--- src/rtl/loom_dpi_pkg.sv ---
// loom_dpi_pkg: shared types and widths for the DPI call-slot bridge blocks.
package loom_dpi_pkg;
  localparam int LOOM_DPI_WORD_W = 32;
  typedef enum logic [1:0] {IDLE, ISSUE, WAIT, DELIVER} dpi_arb_state_e;
  function automatic int loom_dpi_ret_w(input int max_args);
    return 64 + max_args * LOOM_DPI_WORD_W;
  endfunction
endpackage

--- src/rtl/loom_rr_arbiter.sv ---
// loom_rr_arbiter: combinational round-robin pick of the first request at or after ptr.
module loom_rr_arbiter #(
  parameter int N = 4,
  localparam int IW = N > 1 ? $clog2(N) : 1
) (
  input  logic [N-1:0]  req,
  input  logic [IW-1:0] ptr,
  output logic [N-1:0]  gnt,
  output logic [IW-1:0] idx,
  output logic          any
);
  always_comb begin
    gnt = '0;
    idx = '0;
    any = 1'b0;
    for (int k = 0; k < N; k++) begin
      if (!any && req[(int'(ptr) + k) % N]) begin
        any = 1'b1;
        idx = IW'((int'(ptr) + k) % N);
        gnt[(int'(ptr) + k) % N] = 1'b1;
      end
    end
  end
endmodule

--- src/rtl/loom_dpi_call_arbiter.sv ---
// loom_dpi_call_arbiter: shares one DPI function slot among N_CALLERS call sites,
// one call in flight at a time, round-robin between callers.
module loom_dpi_call_arbiter
  import loom_dpi_pkg::*;
#(
  parameter int N_CALLERS      = 4,
  parameter int MAX_ARGS       = 8,
  parameter int TIMEOUT_CYCLES = 2**20
) (
  input  logic                                          clk_i,
  input  logic                                          rst_ni,
  input  logic [N_CALLERS-1:0]                          req_valid_i,
  input  logic [N_CALLERS*MAX_ARGS*LOOM_DPI_WORD_W-1:0] req_args_i,
  output logic [N_CALLERS-1:0]                          grant_o,
  output logic [N_CALLERS-1:0]                          ret_valid_o,
  input  logic [N_CALLERS-1:0]                          ret_ready_i,
  output logic [loom_dpi_ret_w(MAX_ARGS)-1:0]           ret_data_o,
  output logic [N_CALLERS-1:0]                          stall_o,
  output logic                                          call_valid_o,
  input  logic                                          call_ready_i,
  output logic [MAX_ARGS*LOOM_DPI_WORD_W-1:0]           call_args_o,
  input  logic                                          ret_valid_i,
  output logic                                          ret_ready_o,
  input  logic [loom_dpi_ret_w(MAX_ARGS)-1:0]           ret_data_i,
  output logic                                          timeout_o,
  output logic [31:0]                                   call_count_o
);
  localparam int AW = MAX_ARGS * LOOM_DPI_WORD_W;
  localparam int IW = N_CALLERS > 1 ? $clog2(N_CALLERS) : 1;
  localparam int CW = $clog2(TIMEOUT_CYCLES + 1);
  dpi_arb_state_e state_q, state_d;
  logic [IW-1:0] ptr_q, grant_q, pick_idx, next_ptr;
  logic [N_CALLERS-1:0] pick_gnt, grant_oh;
  logic pick_any, req_g, rdy_g;
  logic [AW-1:0] sel_args;
  logic [CW-1:0] wait_cnt_q;
  loom_rr_arbiter #(.N(N_CALLERS)) u_rr (
    .req(req_valid_i),
    .ptr(ptr_q),
    .gnt(pick_gnt),
    .idx(pick_idx),
    .any(pick_any)
  );
  always_comb begin
    sel_args = '0;
    for (int i = 0; i < N_CALLERS; i++)
      sel_args = sel_args | (pick_gnt[i] ? req_args_i[i*AW +: AW] : '0);
  end
  assign grant_oh     = N_CALLERS'(1) << grant_q;
  assign req_g        = req_valid_i[grant_q];
  assign rdy_g        = ret_ready_i[grant_q];
  assign next_ptr     = (grant_q == IW'(N_CALLERS - 1)) ? '0 : grant_q + 1'b1;
  assign grant_o      = (state_q == IDLE) ? '0 : grant_oh;
  assign ret_valid_o  = (state_q == DELIVER) ? grant_oh : '0;
  assign stall_o      = req_valid_i & ~ret_valid_o;
  assign call_valid_o = state_q == ISSUE;
  assign ret_ready_o  = (state_q == WAIT) && ret_valid_i;
  // A call accepted by the slot is always seen through, even if the caller leaves.
  always_comb begin
    state_d = state_q;
    case (state_q)
      IDLE:    state_d = pick_any ? ISSUE : IDLE;
      ISSUE:   state_d = call_ready_i ? WAIT : (req_g ? ISSUE : IDLE);
      WAIT:    state_d = ret_valid_i ? DELIVER : WAIT;
      DELIVER: state_d = (rdy_g || !req_g) ? IDLE : DELIVER;
      default: state_d = IDLE;
    endcase
  end
  always_ff @(posedge clk_i or negedge rst_ni) begin
    if (!rst_ni) state_q <= IDLE;
    else         state_q <= state_d;
  end
  always_ff @(posedge clk_i or negedge rst_ni) begin
    if (!rst_ni) begin
      ptr_q        <= '0;
      grant_q      <= '0;
      call_args_o  <= '0;
      ret_data_o   <= '0;
      wait_cnt_q   <= '0;
      timeout_o    <= 1'b0;
      call_count_o <= '0;
    end else begin
      if (state_q == IDLE && pick_any) begin
        grant_q     <= pick_idx;
        call_args_o <= sel_args;
      end
      if (state_q == ISSUE && call_ready_i) wait_cnt_q <= '0;
      if (state_q == WAIT) begin
        if (wait_cnt_q != CW'(TIMEOUT_CYCLES)) wait_cnt_q <= wait_cnt_q + 1'b1;
        if (wait_cnt_q >= CW'(TIMEOUT_CYCLES - 1)) timeout_o <= 1'b1;
        if (ret_valid_i) ret_data_o <= ret_data_i;
      end
      if (state_q == DELIVER && (rdy_g || !req_g)) begin
        ptr_q <= next_ptr;
        if (rdy_g) call_count_o <= call_count_o + 1'b1;
      end
    end
  end
endmodule

--- config.mk ---
export PLATFORM = sky130hd
export DESIGN_NAME = loom_dpi_call_arbiter
export DESIGN_NICKNAME = d
export VERILOG_FILES = /design/src/rtl/loom_dpi_pkg.sv /design/src/rtl/loom_rr_arbiter.sv /design/src/rtl/loom_dpi_call_arbiter.sv
export SDC_FILE = /design/constraint.sdc
export NUM_CORES = 1
export LEC_CHECK = 0
export CAP_MARGIN = 25
export CORE_AREA = 3 3 778 780
export CTS_CLUSTER_SIZE = 24
export DETAILED_ROUTE_END_ITERATION = 16
export DIE_AREA = 0 0 781 783
export HOLD_SLACK_MARGIN = 0.05
export PLACE_DENSITY_LB_ADDON = 0.08
export SYNTH_ARGS = -nofsm -noshare
export SYNTH_HDL_FRONTEND = slang
export SYNTH_SLANG_ARGS = --single-unit
export TNS_END_PERCENT = 1
--- constraint.sdc ---
create_clock -name clk_i -period 3.2 [get_ports clk_i]
set_clock_uncertainty 0.2 [all_clocks]
set_input_delay 0.8 -clock clk_i [delete_from_list [all_inputs] [get_ports clk_i]]
set_output_delay 0.8 -clock clk_i [all_outputs]
set_load 0.02 [all_outputs]
==> summary.txt <==
WHS Path Cells - 1
nets - 7151
post-synthesis compound-gate area fraction - 0.272
vias - 45700
commonest non-fill, non-tap cell in the layout - clkdlybuf4s50_1
dpl hpwl - 343 mm
clk buf depth - 4
Setup-failing EPs final - 0
Hold Vio Cnt, Final - 0
Clock Sinks - 636
GRT Util Overall - 0.133
switching portion of total power - 0.506
crit path capture type - flop
Die W - 781 µm
outcome - completed
switching power - 43.9 mW
largest family of logic cells by synthesized area - compound AO/OA/AOI/OAI gates
slowest stage delay, CP - 0.53 ns
Worst Path Arrival - 3.65 ns
Hold/Removal Path Class - reg -> reg
vias in the first global route - 46600
TritonCTS Buffers - 111
CTS tree - done
GRT overflow - 0
fin. max-slew vios - 0
Yosys top cell by area - dfrtp_1
sequential power share - 0.174
syn_area_per_cell - 9.82 µm²
first-pass GRT wire length - 541 mm
Starting Density - 0.0610
flop2flop setup slack - 0.07 ns
Yosys cell types - 50
I/O pin count - 1979
worst-path fanout max - 9
Cell Pwr Density - 1180 nW/µm²
Top Layer Used - met5
vias per cell - 3.27
unrepaired setup endpoints after global routing - true
clock slew at reported path FFs - 0.05 ns
CTS root buf - clkbuf_16
Routed WL - 434 mm
Power Internal - 42.7 mW
Synth Flop Type - dfrtp_1
f_max - 0.319 GHz
leak pwr - 25.1 nW
Avg WL per Cell - 31.1 µm
crit path max-delay cell type - clkdlybuf4s50_1
WL met2 - 224 mm
Post-Synth XOR/XNOR Area - 0.00791
post-synthesis register bit count - 636
area grow syn2layout - 102%
Top cell by count, worst path - clkbuf_16
register area share after synthesis - 0.436
Gate power share - 0.677
gpl congestion - 0.806
Req. time, crit path - 3.72 ns
Die ar. - 612000 µm²
Worst Tran Pin Value - 0.894 ns
EDFF count, synth - 0
post-synthesis simple-gate area fraction - 0.119
Cell Rows - 284
Clock power frac - 0.148
top post-synthesis cells by area - dfrtp_1 44%, a22oi_1 16%, mux2_2 9.9%, nand3_1 7.4%, a32oi_1 6.1%
Ys Warns - 0
Adder-Cell Fraction of Synth Area - 0.00514
IO buf count - 1978
CP Launch Type - input port
# DRC - 0
clock latency at the later pin of the worst-skew pair - 0.81 ns
max-slew headroom at the worst pin - 0.402
commonest non-fill, non-tap cells in the layout - 1872 x clkdlybuf4s50_1, 731 x a22oi_1, 623 x dfrtp_1
initial DRC count - 3792
layout cells sized above 1 - 0.169
area of the mapped netlist - 36500 µm²
hold_ws - 0.260 ns
met1 wire length - 164 mm
ys async rst share - 1.00
period utilization - 0.979
Worst R2R Path Depth - 11
largest net degree at the start of global routing - 77
TritonRoute pass-1 iters - 5
max cap viols - 0
metal3 WL - 34.5 mm
initial antenna violation count - 319
min Tclk post-route - 3.13 ns
maximum vdd drop - 0.603 mV
core footprint - 598000 µm²
Setup CP Type - in -> reg
CP Cell Sequence - clkdlybuf4s50_1 > buf_4 > mux4_2 > buf_6 > nand3b_1 > a21oi_4 > buf_12 > clkbuf_16 > clkbuf_16 > a22oi_1 > a31oi_1
Vert. Die Dim - 783 µm
post-synth top area share - 0.436
Synth Net Count - 5091
Layout Utilization - 0.123
DRT antenna net count - 0
mux cell area share after synthesis - 0.106
H-tree Lvls - 3
Synth Instances - 3720
==> power by group through the flow <==
stage	Clock [mW]	Sequential (mW)	Combinational [mW]
6_report	12.9	15.1	58.6
5_1_grt	13.8	15.6	62.4
4_1_cts	13.7	15.4	58.4
3_5_place_dp	0	15.4	58.4
3_3_place_gp	0	15.4	58.7
2_1_floorplan	0	18.6	20.4
==> metrics by stage <==
stage | setup slack, ns | cell area (µm²) | std cells | total power, mW | TNS, ns
CTS | -0.0172 | 72600 | 13800 | 87.4 | -0.0477
finish | 0.0658 | 73700 | 14000 | 86.6 | 0
detailed placement | -0.898 | 68900 | 13700 | 73.8 | -201.84
floorplan | 0.0132 | 36500 | 3720 | 39.0 | 0
global placement | -0.896 | 68900 | 13700 | 74.1 | -195.21
global route | -0.0863 | 73500 | 13900 | 91.8 | -1.78
==> cells by family after synthesis <==
| family | count (synthesis) |
|---|---|
| muxes | 340 |
| buffers and inverters | 443 |
| AOI/OAI and AO/OA | 1329 |
| adders and majority gates | 15 |
| DFF | 636 |
| and+or+nand+nor | 924 |
| xor gates and xnor gates | 33 |
==> final cells by class <==
| class | count | area (µm²) |
|---|---|---|
| Tap cell | 8008 | 10000 |
| Fill cell | 68300 | 525000 |
| Inverter | 20 | 75.1 |
| Antenna cell | 92 | 230 |
| Clock buffer | 169 | 3310 |
| Timing Repair Buffer | 2370 | 24700 |
| Clock inverter | 27 | 369 |
| Sequential cell | 636 | 15900 |
| Multi-Input combinational cell | 2641 | 19000 |
==> synth_stat cells (20+ instances only) <==
master    instances
dfrtp_1         636
a22oi_1         768
xnor2_1          20
mux2_2          322
buf_1            25
nor2_1          275
clkbuf_1        208
a31oi_1         258
nand2_1          36
a32oi_1         256
nand3_1         538
buf_2           178
inv_1            20
==> final timing paths <==
kind | startpoint | endpoint
setup / recovery | req_valid_i[0] | call_args_o[82]
hold / removal | timeout_o | timeout_o
setup reg to reg | ptr_q[1] | call_args_o[82]
hold reg to reg | timeout_o | timeout_o
max in group asynchronous | rst_ni | call_args_o[45]
min in group asynchronous | rst_ni | ret_data_o[145]
==> state kept, by name (all words and copies together), names as in the netlist <==
signal	count
wait_cnt_q	21
call_args_o	256
ptr_q	2
grant_q	2
state_q	2
timeout_o	1
call_count_o	32
ret_data_o	320
==> what timing repair did <==
action                     in CTS  in global routing
buffers inserted                0                 11
setup endpoints to repair     222                127
gates resized for setup       173                 73
hold buffers                    1                  0
cloned                          0                 15
pin swaps                       3                155
hold endpoints to repair       76                  0
==> critical path: cells and delay by family <==
kind / cells / cell delay [ns]
buf+inv: 6 / 1.56
mux: 1 / 0.50
compound gates: 3 / 0.49
simple gates: 1 / 0.19
==> per-layer routing <==
layer,vias to the layer above,GRT usage
met4,160,0.0259
met2,2580,0.248
met5,-,0
met1,23200,0.148
li1,19100,-
met3,618,0.0427
Power figures use the tool's default switching activity.
